`src/rtl/pnr_photon_histogram.sv`:
```
// Per-trigger photon-number histogram: bins 0..7, overflow, error and event counters with readout.
// Optional PNR_HIST_SATURATE_EN makes every counter saturate instead of wrapping.
module pnr_photon_histogram #(
  parameter int unsigned CNT_W = 32
) (
  input  logic             ADC_CLK,
  input  logic             rstn_i,
  input  logic [7:0]       seg_i,
  input  logic             seg_valid_i,
  input  logic             start_i,
  input  logic             stop_i,
  input  logic [CNT_W-1:0] cfg_num_events,
  input  logic [3:0]       rd_addr_i,
  output logic [CNT_W-1:0] rd_data_o,
  output logic             busy_o,
  output logic             done_o
);

  typedef enum logic [1:0] {StIdle, StAcq, StDone} state_e;

  localparam logic [CNT_W-1:0] CntOne = CNT_W'(1);

  state_e           state_q, state_d;
  logic [CNT_W-1:0] bin_q [8];
  logic [CNT_W-1:0] bin_d [8];
  logic [CNT_W-1:0] ovf_q, ovf_d;
  logic [CNT_W-1:0] err_q, err_d;
  logic [CNT_W-1:0] evt_q, evt_d;
  logic [CNT_W-1:0] cfg_q, cfg_d;
  logic [CNT_W-1:0] rd_data_q, rd_data_d;

  function automatic logic [CNT_W-1:0] cnt_inc(input logic [CNT_W-1:0] x);
`ifdef PNR_HIST_SATURATE_EN
    return (x == {CNT_W{1'b1}}) ? x : x + CntOne;
`else
    return x + CntOne;
`endif
  endfunction

  always_comb begin
    state_d = state_q;
    bin_d   = bin_q;
    ovf_d   = ovf_q;
    err_d   = err_q;
    evt_d   = evt_q;
    cfg_d   = cfg_q;

    // start overrides everything, including a coincident valid and stop
    if (start_i) begin
      for (int k = 0; k < 8; k++) bin_d[k] = '0;
      ovf_d   = '0;
      err_d   = '0;
      evt_d   = '0;
      cfg_d   = cfg_num_events;
      state_d = StAcq;
    end else begin
      case (state_q)
        StAcq: begin
          if (seg_valid_i) begin
            if (seg_i == 8'h00) begin
              ovf_d = cnt_inc(ovf_q);
            end else if ($onehot(seg_i)) begin
              for (int k = 0; k < 8; k++) begin
                if (seg_i[k]) bin_d[k] = cnt_inc(bin_q[k]);
              end
            end else begin
              err_d = cnt_inc(err_q);
            end
            evt_d = cnt_inc(evt_q);
            if ((cfg_q != '0) && (evt_d == cfg_q)) state_d = StDone;
          end
          if (stop_i) state_d = StIdle;
        end
        StDone: begin
          if (stop_i) state_d = StIdle;
        end
        default: ;
      endcase
    end
  end

  always_comb begin
    rd_data_d = '0;
    if (!rd_addr_i[3]) begin
      rd_data_d = bin_q[rd_addr_i[2:0]];
    end else begin
      case (rd_addr_i[2:0])
        3'd0:    rd_data_d = ovf_q;
        3'd1:    rd_data_d = err_q;
        3'd2:    rd_data_d = evt_q;
        default: rd_data_d = '0;
      endcase
    end
  end

  always_ff @(posedge ADC_CLK) begin
    if (!rstn_i) begin
      state_q   <= StIdle;
      for (int k = 0; k < 8; k++) bin_q[k] <= '0;
      ovf_q     <= '0;
      err_q     <= '0;
      evt_q     <= '0;
      cfg_q     <= '0;
      rd_data_q <= '0;
    end else begin
      state_q   <= state_d;
      for (int k = 0; k < 8; k++) bin_q[k] <= bin_d[k];
      ovf_q     <= ovf_d;
      err_q     <= err_d;
      evt_q     <= evt_d;
      cfg_q     <= cfg_d;
      rd_data_q <= rd_data_d;
    end
  end

  assign rd_data_o = rd_data_q;
  assign busy_o    = (state_q == StAcq);
  assign done_o    = (state_q == StDone);

endmodule
```
`config.mk`:
```
export PLATFORM = sky130hd
export DESIGN_NAME = pnr_photon_histogram
export DESIGN_NICKNAME = d
export VERILOG_FILES = /design/src/rtl/pnr_photon_histogram.sv
export SDC_FILE = /design/constraint.sdc
export NUM_CORES = 1
export LEC_CHECK = 0
export ABC_CLOCK_PERIOD_IN_PS = 4700
export CAP_MARGIN = 20
export CELL_PAD_IN_SITES_DETAIL_PLACEMENT = 1
export CELL_PAD_IN_SITES_GLOBAL_PLACEMENT = 1
export CORE_MARGIN = 10
export CORE_UTILIZATION = 43
export DETAILED_ROUTE_END_ITERATION = 8
export PLACE_DENSITY_LB_ADDON = 0.15
export SLEW_MARGIN = 20
export SYNTH_ARGS = -nofsm -noshare
export SYNTH_HDL_FRONTEND = slang
export SYNTH_SLANG_ARGS = --single-unit
```
`constraint.sdc`:
```
create_clock -name ADC_CLK -period 4.7 [get_ports ADC_CLK]
set_input_delay 0.94 -clock ADC_CLK [delete_from_list [all_inputs] [get_ports ADC_CLK]]
set_output_delay 0.94 -clock ADC_CLK [all_outputs]
set_load 0.01 [all_outputs]
```
* Word-level counts from Yosys, hierarchy flattened
Cells that the tools add are included.
** Operators by class
- Add/subtract/negate cells :: 18
- Magnitude comparators :: 1
- Eq/ne operators :: 12
- Muxes and demuxes :: 11
- Bitwise operators :: 4
- Reduce and logical (&&, ||, !) cells :: 20
** Operator list (count)
- $add 32x1->32 const B :: 11
- $bmux 32 s3 :: 1
- $mux 32 :: 3
- $pmux 32 s3 :: 1
- $reduce_and 5->1 :: 8
- $eq 32x32->1 :: 1
- $reduce_bool 32->1 :: 1
- $reduce_and 4->1 :: 3
- $add 1x1->2 :: 4
- $logic_not 8->1 :: 1
- $mux 2 :: 4
- $add 2x2->3 :: 2
- $ne 3x3->1 const B :: 2
- $add 3x3->4 :: 1
- $eq 4x1->1 const B :: 1
- $ge 4x4->1 const B :: 1
- $ne 4x3->1 const B :: 1
- $ne 4x4->1 const B :: 1
- $not 3->4 :: 1
- $pmux 2 s2 :: 1
- $eq 3x1->1 const B :: 1
- $eq 3x2->1 const B :: 1
- $logic_not 3->1 :: 1
- $ne 3x2->1 const B :: 1
- other kinds (11) :: 13
** Storage, ports and cells
- Bits in registers :: 418
- Output and inout bits :: 34
- Word-level logic and storage cells :: 81

* Longest topological paths before layout
Gate-level depths: netlist of run 1.
- Depth in word-level cells :: 8
- Gate-level depth with buffers :: 18
- Gate-level depth less buffers :: 16

* Worst setup path after synthesis of run 1
No wires, ideal clock.
- Path kind :: input to register
- From :: input seg_i[0]
- To :: register bin_q[122] (netlist name)
- Arrival :: 4.934 ns
- Data required time :: 4.572 ns
- Path slack :: -0.362 ns
- Cell stages on the path :: 17
- Cells stage by stage :: fa_1 inv_1 fa_1 fa_1 inv_1 ha_1 inv_1 fa_1 and2_1 buf_1 nand3_2 buf_2 or4_1 clkbuf_1 or3_1 xnor2_1 nor2_1
** On the way
- Word-level cells in the longest chain between the ends :: 5
** RTL lines
- start, declared :: line 8 : input logic [7:0] seg_i,
- $add 1x1->2 (not written as such) :: line 62 : end else if ($onehot(seg_i)) begin
- $add 2x2->3 (not written as such) :: line 62
- $add 3x3->4 (not written as such) :: line 62
- $eq 4x1->1 :: line 62
- $reduce_and 5->1 (no line) (*)
- end, declared :: line 24 : logic [CNT_W-1:0] bin_q [8];
Every way passes the cells marked *; elsewhere a longest branch is shown, timed or not.
A chain may end at the register's enable or synchronous reset.

* Worst setup path in the final report of run 1
- From :: input seg_i[5]
- To :: register bin_q[254] (netlist name)
The elaborated chain is that of the path after synthesis.

==> results.toml, run 1 <==
[timing]
min_period_ns = 4.66
finalHoldViolations = 0
fin_crit_sh_pct = 99.2
finalSetupViolCount = 0
fmax_ghz = 0.214
relSlewSlack_pct = 35.0
maxSlewViolCount = 0
rsz0062_at_grt = "true"
tightest_slew_ns = 0.967
skew_ns = 0.0160

[logic_synthesis]
ys_ff_latch = 418
seq_area_frac_synth_pct = 38.6
synth_nets = 2496
synth_cells = 2428
synth_top_cell_area_share_pct = 38.6
yosysTopAreaCell = "dfxtp_1"
muxShareOfSynthArea_pct = 11.6
synth.cell_area_um2 = 21700
synth_compound_area_share_pct = 5.54
synth_xor_area_share_pct = 13.3
synth_top_family_by_area = "simple AND/OR/NAND/NOR gates"
synth-async-reset-ratio_pct = 0
synthSimpleGateAreaFrac_pct = 26.5
ys_types = 74
synth_edf_count = 0
yosys.area_share.adder_pct = 1.24
ys.warnings.count = 0
syn_area_per_cell_um2 = 8.92
synth.area.top_cells = "dfxtp_1 (39%), xor2_1 (8.1%), nor2_1 (6.7%), mux4_2 (6.7%), xnor2_1 (5.2%)"
synth_ff_type = "dfxtp_1"

[route]
drtIter0Drc = 1055
vias_per_cell = 5.68
wirelength_um = 73200
first_pass_iters = 5
remaining_drc_errors = 0
post_drt_wl_per_cell_um = 22.2
ant_nets = 0
vias = 18700

[critical_path]
crit_type = "input port to register"
cpMostUsedCell = "inv_2"
crit_chain = "clkdlybuf4s50_1 -> inv_2 -> fa_1 -> fa_1 -> inv_2 -> ha_4 -> inv_2 -> fa_2 -> nor2_4 -> buf_6 -> a31oi_4 -> buf_4 -> nor4_4 -> nand4_1 -> or3b_4 -> or3_1 -> a21oi_1"
path_delay_family = "adder cells"
crit_buf_inv = 6
crit_path_start_kind = "input port"
worstPathArrival_ns = 5.17
crit_fanout = 5
max_stage_delay_ns = 0.57
setup.worst_path.end_class = "register"
cp_slowest_cell = "fa_1"
worstPathRequired_ns = 5.21

[global_route]
grt_antenna_before_repair = 0
grt_pass1_vias = 19700
grt_max_degree = 127
grt_usage_pct = 23.9
grt_pass1_wl_um = 114000
grt_overflow_total = 0

[worst_hold_path]
hold_path.class = "register to register"

[placement]
dpl.hpwl_um = 54000
dpl_cell_area_um2 = 23900
port_buffers = 82
dpl.cell_count = 3182
gp_congestion = 0.908

[die]
die_y_um = 244
die_x_um = 244
initial_core_util_pct = 43.4
die-area_um2 = 59800
core-area_um2 = 50000
io_pins = 83
num_rows = 82

[clocking]
htree_levels = 2
cts_tree = "yes"
clock_path_buffers = 3
clk_pin_slew_worst_paths_ns = 0.05
cts_root_buffer = "clkbuf_16"
numCtsBuffers = 49
clkLatencyLatePin_ns = 0.59
cts.sinks = 418

[pwr]
peakVddDrop_uv = 210
power_density_nw_per_um2 = 309
p_leak_nw = 9.24

[layout]
nFillCells = 5738
layout.nets = 2661
drive_above_1_share_pct = 16.7
multiInputGateArea_um2 = 13100
final_cells = 3296
insertedDiodeCount = 0
area_growth_pct = 21.3
seq_area_um2 = 8370
final_area_um2 = 26300

[job]
drv_cap = 0

[outcome]
status = "finished clean"
[tightest hold or removal path, cell delays in order (launching register included)]
cell and delay (ns):
dfxtp_1 0.32, o21ai_0 0.08, a21oi_1 0.06
[cells in the final DEF, fill, tap and decap left out, types with 45 or more instances in the layout]
master,instances
a21oi_1,88
mux2i_1,105
nand4_1,78
nand3_1,120
clkdlybuf4s50_1,73
clkbuf_16,49
mux4_2,64
or3_1,51
and3_1,54
nor2_1,378
o21ai_0,60
xnor2_1,126
nand2_1,145
dfxtp_1,418
and2_1,45
xor2_1,200
buf_4,135
[final timing paths]
path / startpoint / endpoint / slack, ns / cells after the start
worst max-delay path: seg_i[5] / bin_q[254] / 0.04 / 17
worst max register to register: evt_q[0] / state_q[1] / 1.34 / 9
worst min register to register: bin_q[213] / bin_q[213] / 0.50 / 2
worst min-delay path: bin_q[213] / bin_q[213] / 0.50 / 2
[flip-flops by register name (all words and copies together), names as in the netlist]
signal	flops
cfg_q	32
ovf_q	32
bin_q	256
evt_q	32
err_q	32
state_q	2
rd_data_o	32
[layout make-up]
class | count | share of cell area, %
clock buffer | 70 | 5.50
multi-input combinational | 1838 | 49.9
clock inverter | 12 | 0.619
inverter | 45 | 0.643
tap | 672 | 3.20
sequential | 418 | 31.9
timing repair buffer | 241 | 8.24
[power breakdown]
| group | switching, W | total (W) | internal, W |
|---|---|---|---|
| logic | 0.000352 | 0.000666 | 0.000314 |
| registers | 0.0000253 | 0.00359 | 0.00356 |
| clock network | 0.00154 | 0.00388 | 0.00233 |
| total | 0.00192 | 0.00813 | 0.00621 |
[synth_stat cells, drive strengths merged, types with 32 or more instances]
cell    count
nand3     137
inv        45
mux2i     105
nor3       46
or3        59
dfxtp     418
nor4       35
nor2      389
nand4      84
nor2b      43
and2       47
buf        41
nand2     152
and3       56
a21oi      95
xor2      200
xnor2     128
o21ai      60
and4       32
clkbuf     86
o22ai      32
mux4       64
[kinds of logic after synthesis]
| logic type | count (synthesis) |
|---|---|
| and+or+nand+nor | 1107 |
| AOI/OAI and AO/OA | 213 |
| muxes | 171 |
| buffers and inverters | 172 |
| DFF | 418 |
| adders and majority gates | 19 |
| xor gates and xnor gates | 328 |
[routing by layer]
layer  share of wire (%)  global-route usage, %  wire length, µm  vias up
li1                    -                      -                -     8782
met1                  43                   29.3            31200     9421
met2                  49                   41.9            36200      391
met3                 4.2                   3.07             3040      124
met4                 3.8                   9.61             2790        0
met5                   0                      0                0        -
[stage by stage]
stage / hold slack (ns) / worst slack, ns / utilization [%] / setup TNS, ns / power [W]
6_report: 0.504 / 0.0373 / 52.6 / 0 / 0.00813
5_1_grt: 0.524 / -0.109 / 52.6 / -1.41 / 0.00838
4_1_cts: 0.499 / -0.140 / 52.3 / -1.66 / 0.00817
3_5_place_dp: 0.492 / -1.16 / 47.8 / -234.93 / 0.00421
3_3_place_gp: 0.467 / -1.06 / 47.8 / -205.43 / 0.00419
2_1_floorplan: 0.455 / -0.175 / - / -2.28 / 0.00396
[what timing repair did]
item | CTS | global route
gates cloned | 1 | 0
hold buffers | 0 | 0
pin swaps | 58 | 24
setup endpoints to repair | 236 | 227
buffers inserted | 26 | 7
gates resized for setup | 107 | 34
(Power assumes the default switching activity.)
==> run 2, diff against run 1 <==
--- a/config.mk
+++ b/config.mk
@@ -10,7 +10,8 @@
 export CELL_PAD_IN_SITES_DETAIL_PLACEMENT = 1
 export CELL_PAD_IN_SITES_GLOBAL_PLACEMENT = 1
 export CORE_MARGIN = 10
-export CORE_UTILIZATION = 43
+export CORE_UTILIZATION = 44
+export CTS_BUF_LIST = sky130_fd_sc_hd__clkbuf_8
 export DETAILED_ROUTE_END_ITERATION = 8
 export PLACE_DENSITY_LB_ADDON = 0.15
 export SLEW_MARGIN = 20
==> run 2 against run 1 <==
Compared with the run above: combinational power shrank 9.2%; non-clock buffer count is 26 lower; worst setup slack better by 0.053 ns; hold slack lost 0.014 ns; highest routed layer unchanged.
==> results.toml, run 2 (synthesis results as in run 1) <==
[die]
core-area_um2 = 48800
num_rows = 81
initial_core_util_pct = 44.3
die_y_um = 242
die-area_um2 = 58500
io_pins = 83
die_x_um = 242

[pwr]
p_clk_share_pct = 45.0
combinationalPowerShare_pct = 7.9
p_switching_w = 0.00195
seq_power_share_pct = 47.0
power.internal_w = 0.00568
power_density_nw_per_um2 = 298
peakVddDrop_uv = 185
p_leak_nw = 9.02
swShare_pct = 25.5

[global_route]
grt_usage_pct = 24.1
grt_antenna_before_repair = 2
grt_pass1_wl_um = 113000
grt_max_degree = 104
grt_overflow_total = 0
grt_pass1_vias = 19600

[timing]
maxSlewViolCount = 0
holdWs_ns = 0.489
tightest_slew_ns = 0.947
finalSetupViolCount = 0
relSlewSlack_pct = 36.9
min_period_ns = 4.61
fmax_ghz = 0.217
skew_ns = 0.0289
fin_crit_sh_pct = 98.1
finalHoldViolations = 0
fin_tns_setup_ns = 0

[route]
wirelength_um = 72300
post_drt_wl_per_cell_um = 21.8
remaining_drc_errors = 0
vias = 18600
ant_nets = 0
vias_per_cell = 5.63
drtIter0Drc = 1023
first_pass_iters = 5

[clocking]
clock_path_buffers = 3
ctsHoldBuffers = 0
cts.sinks = 418
clkLatencyLatePin_ns = 0.68
cts_tree = "yes"
cts_root_buffer = "clkbuf_8"
numCtsBuffers = 76
clk_pin_slew_worst_paths_ns = 0.06
htree_levels = 3

[layout]
insertedDiodeCount = 0
layout.nets = 2662
fin_util_pct = 52.3
top_register = "bin_q"
area_growth_pct = 18.0
final_common_cell = "dfxtp_1"
nFillCells = 5688
drive_above_1_share_pct = 14.9
largest_reg_flops = 256
mostFrequentLayoutCells = "dfxtp_1 (418), nor2_1 (383), xor2_1 (200)"

[critical_path]
worstPathRequired_ns = 5.29
crit_fanout = 8
reg2reg_slack_ns = 1.26
setup.worst_path.end_class = "register"
crit_type = "input port to register"
crit_path_start_kind = "input port"
worstPathArrival_ns = 5.20

[placement]
port_buffers = 82
dpl.hpwl_um = 53700
gp_congestion = 0.897

[worst_hold_path]
hold_path.class = "register to register"

[job]
drv_cap = 0

[outcome]
status = "finished clean"
## run 2: cell types whose count changed in the layout (fill, tap and decap cells not counted), sizes merged
cell,change
clkdlybuf4s50,+1
dlymetal6s2s,-1
clkbuf,+28
bufinv,-4
buf,-26
inv,+25
## run 2: layout make-up
cell class	instances	area, µm²	share of cell area [%]
clock buffers	98	1350	5.28
clock inverters	33	136	0.534
inverters	45	169	0.661
multi-input cells	1838	12800	50.2
flip-flops and latches	418	8370	32.7
well taps	664	831	3.25
repair buffers	215	1880	7.36
## run 2: worst max-delay path, cell delays in order
cell and delay, ns:
buf_2 0.15, fa_1 0.54, inv_1 0.05, fa_1 0.50, fa_1 0.42, inv_1 0.10, ha_2 0.19, inv_2 0.04
fa_2 0.37, nor2_4 0.12, buf_4 0.13, a31o_4 0.23, nand3_4 0.15, buf_6 0.22, nor3_1 0.18, buf_4 0.16
nand2_1 0.17, or3_1 0.41, a21oi_1 0.14
## run 2: metal layers
layer / up-vias / part of all wire (%) / track usage, %
li1: 8795 / - / -
met1: 9315 / 43 / 29.4
met2: 377 / 48 / 40.2
met3: 156 / 4.3 / 4.06
met4: 0 / 4.9 / 12.9
met5: - / 0 / 0
## run 2: power groups by stage
stage                     logic, W  clock network [W]  registers (W)
final                     0.000605            0.00343        0.00359
after CTS                 0.000594            0.00351        0.00359
after floorplan           0.000311                  0        0.00365
after detailed placement  0.000535                  0        0.00367
after global placement    0.000521                  0        0.00366
after global routing      0.000638            0.00369        0.00359
## run 2: worst paths after layout
| path | startpoint | endpoint | cells after the start |
|---|---|---|---|
| worst max-delay path | seg_i[0] | bin_q[115] | 19 |
| worst min-delay path | bin_q[129] | bin_q[129] | 2 |
| worst max register to register | evt_q[0] | state_q[0] | 9 |
| worst min register to register | bin_q[129] | bin_q[129] | 2 |
## run 2: what timing repair did
action                                  in CTS  in global routing
pin swaps                                   21                 14
buffers inserted                             8                  1
endpoints found under the setup margin     210                188
resized for setup                           43                 18
## run 2: through the flow
step	instances	total power [W]	cell area (µm²)	setup slack [ns]
floorplan	2428	0.00396	21700	-0.175
global placement	3173	0.00419	23800	-1.04
detailed placement	3173	0.00420	23800	-1.14
CTS	3312	0.00769	25500	0.00600
global route	3311	0.00791	25600	-0.0370
finish	3311	0.00763	25600	0.0902
==> run 3, diff against run 2 <==
--- a/config.mk
+++ b/config.mk
@@ -13,6 +13,7 @@
 export CORE_UTILIZATION = 44
 export CTS_BUF_LIST = sky130_fd_sc_hd__clkbuf_8
 export DETAILED_ROUTE_END_ITERATION = 8
+export GPL_TIMING_DRIVEN = 0
 export PLACE_DENSITY_LB_ADDON = 0.15
 export SLEW_MARGIN = 20
 export SYNTH_ARGS = -nofsm -noshare
==> run 3 against run 2 <==
Compared with the run above: flip-flop and latch count unchanged; first-iteration DRC count up 9.0%; combinational power down 7.8%; wire length up 5.8%; critical path type unchanged; critical endpoint is now bin_q[254]; highest routed layer unchanged.
==> results.toml, run 3 (synthesis results as in run 1) <==
[outcome]
status = "finished clean"

[critical_path]
setup.worst_path.end_class = "register"
worstPathRequired_ns = 5.28
crit_path_start_kind = "input port"
worstPathArrival_ns = 5.21
crit_type = "input port to register"
crit_fanout = 5
reg2reg_slack_ns = 1.43

[clocking]
clock_path_buffers = 3
clkLatencyLatePin_ns = 0.68
htree_levels = 3
cts.sinks = 418
cts_root_buffer = "clkbuf_8"
numCtsBuffers = 78
cts_tree = "yes"
clk_pin_slew_worst_paths_ns = 0.06

[placement]
dpl.cell_count = 3170
port_buffers = 77
gp_congestion = 0.937
dpl.hpwl_um = 57700

[die]
num_rows = 81
die_y_um = 242
core-area_um2 = 48800
die_x_um = 242
io_pins = 83
initial_core_util_pct = 44.3
die-area_um2 = 58500

[global_route]
grt_antenna_before_repair = 1
grt_usage_pct = 25.6
grt_pass1_wl_um = 118000
grt_max_degree = 11
grt_overflow_total = 0
grt_pass1_vias = 19800

[pwr]
peakVddDrop_uv = 212
power.internal_w = 0.00578
power_density_nw_per_um2 = 306
seq_power_share_pct = 46.1
swShare_pct = 25.6
p_clk_share_pct = 46.7
p_switching_w = 0.00199
combinationalPowerShare_pct = 7.2
p_leak_nw = 8.88

[layout]
layout.nets = 2678
mostFrequentLayoutCells = "dfxtp_1 (418), nor2_1 (380), xor2_1 (200)"
final_common_cell = "dfxtp_1"
final_cells = 3325
area_growth_pct = 17.4
top_register = "bin_q"
largest_reg_flops = 256
drive_above_1_share_pct = 12.3

[timing]
min_period_ns = 4.63
rsz0062_at_grt = "true"
relSlewSlack_pct = 22.7
maxSlewViolCount = 0
fmax_ghz = 0.216
fin_crit_sh_pct = 98.6
skew_ns = 0.0416
finalSetupViolCount = 0
finalHoldViolations = 0
tightest_slew_ns = 1.15
holdWs_ns = 0.504

[worst_hold_path]
hold_path.class = "register to register"

[route]
post_drt_wl_per_cell_um = 23.0
vias = 19100
wirelength_um = 76500
remaining_drc_errors = 0
drtIter0Drc = 1115
ant_nets = 0
first_pass_iters = 5
vias_per_cell = 5.74

[job]
drv_cap = 0
[run 3: path summary, 6_finish.rpt]
check | to | startpoint | cells after the start
setup / recovery | bin_q[254] | seg_i[0] | 16
hold reg to reg | bin_q[26] | bin_q[26] | 2
hold / removal | bin_q[26] | bin_q[26] | 2
setup reg to reg | ovf_q[31] | state_q[0] | 8
[run 3: per-stage QoR]
step | power (W) | worst slack, ns | instance area [µm²] | utilization, % | setup TNS (ns)
2_1_floorplan | 0.00396 | -0.175 | 21700 | - | -2.28
3_5_place_dp | 0.00416 | -1.56 | 23400 | 47.8 | -289.68
3_3_place_gp | 0.00414 | -1.77 | 23300 | 47.8 | -287.18
4_1_cts | 0.00781 | 0.0371 | 25200 | 51.6 | 0
5_1_grt | 0.00805 | -0.0767 | 25400 | 52.0 | -0.174
6_report | 0.00778 | 0.0657 | 25400 | 52.0 | 0
[run 3: area by class of cell]
cell class | count | area, µm²
clock inverters | 30 | 194
diodes | 1 | 2.50
fillers | 5654 | 23400
flip-flops and latches | 418 | 8370
plain buffers | 122 | 541
clock buffers | 100 | 1380
repair buffers | 107 | 995
well taps | 664 | 831
multi-input cells | 1838 | 12900
inverters | 45 | 169
[run 3: timing repair]
action / in CTS / in global routing
hold buffers: 0 / 0
gates resized for setup: 48 / 38
buffers inserted: 18 / 11
setup endpoints to repair: 234 / 94
pin swaps: 12 / 13
[run 3: power groups by stage]
stage	Clock, W	Combinational, W	Sequential [W]
after floorplan	0	0.000311	0.00365
after global placement	0	0.000479	0.00366
after detailed placement	0	0.000491	0.00366
after CTS	0.00370	0.000528	0.00359
after global routing	0.00387	0.000593	0.00359
final	0.00363	0.000558	0.00359
[run 3: worst max-delay path, stage by stage]
cell and delay [ns]:
buf_6 0.11, fa_1 0.53, inv_1 0.05, fa_1 0.49, fa_1 0.41, inv_1 0.07, ha_2 0.17, inv_1 0.05
fa_2 0.54, nand2_2 0.17, nor4_4 0.42, nand4_1 0.15, buf_4 0.19, or3b_4 0.44, or3_1 0.33, a21oi_1 0.14
[run 3: metal layers]
metal / track usage (%) / vias to the layer above / part of all wire [%]
met4: 13.1 / 0 / 4.9
met1: 31.2 / 9595 / 42
met5: 0 / - / 0
li1: - / 8828 / -
met3: 4.12 / 161 / 5.1
met2: 42.9 / 496 / 48
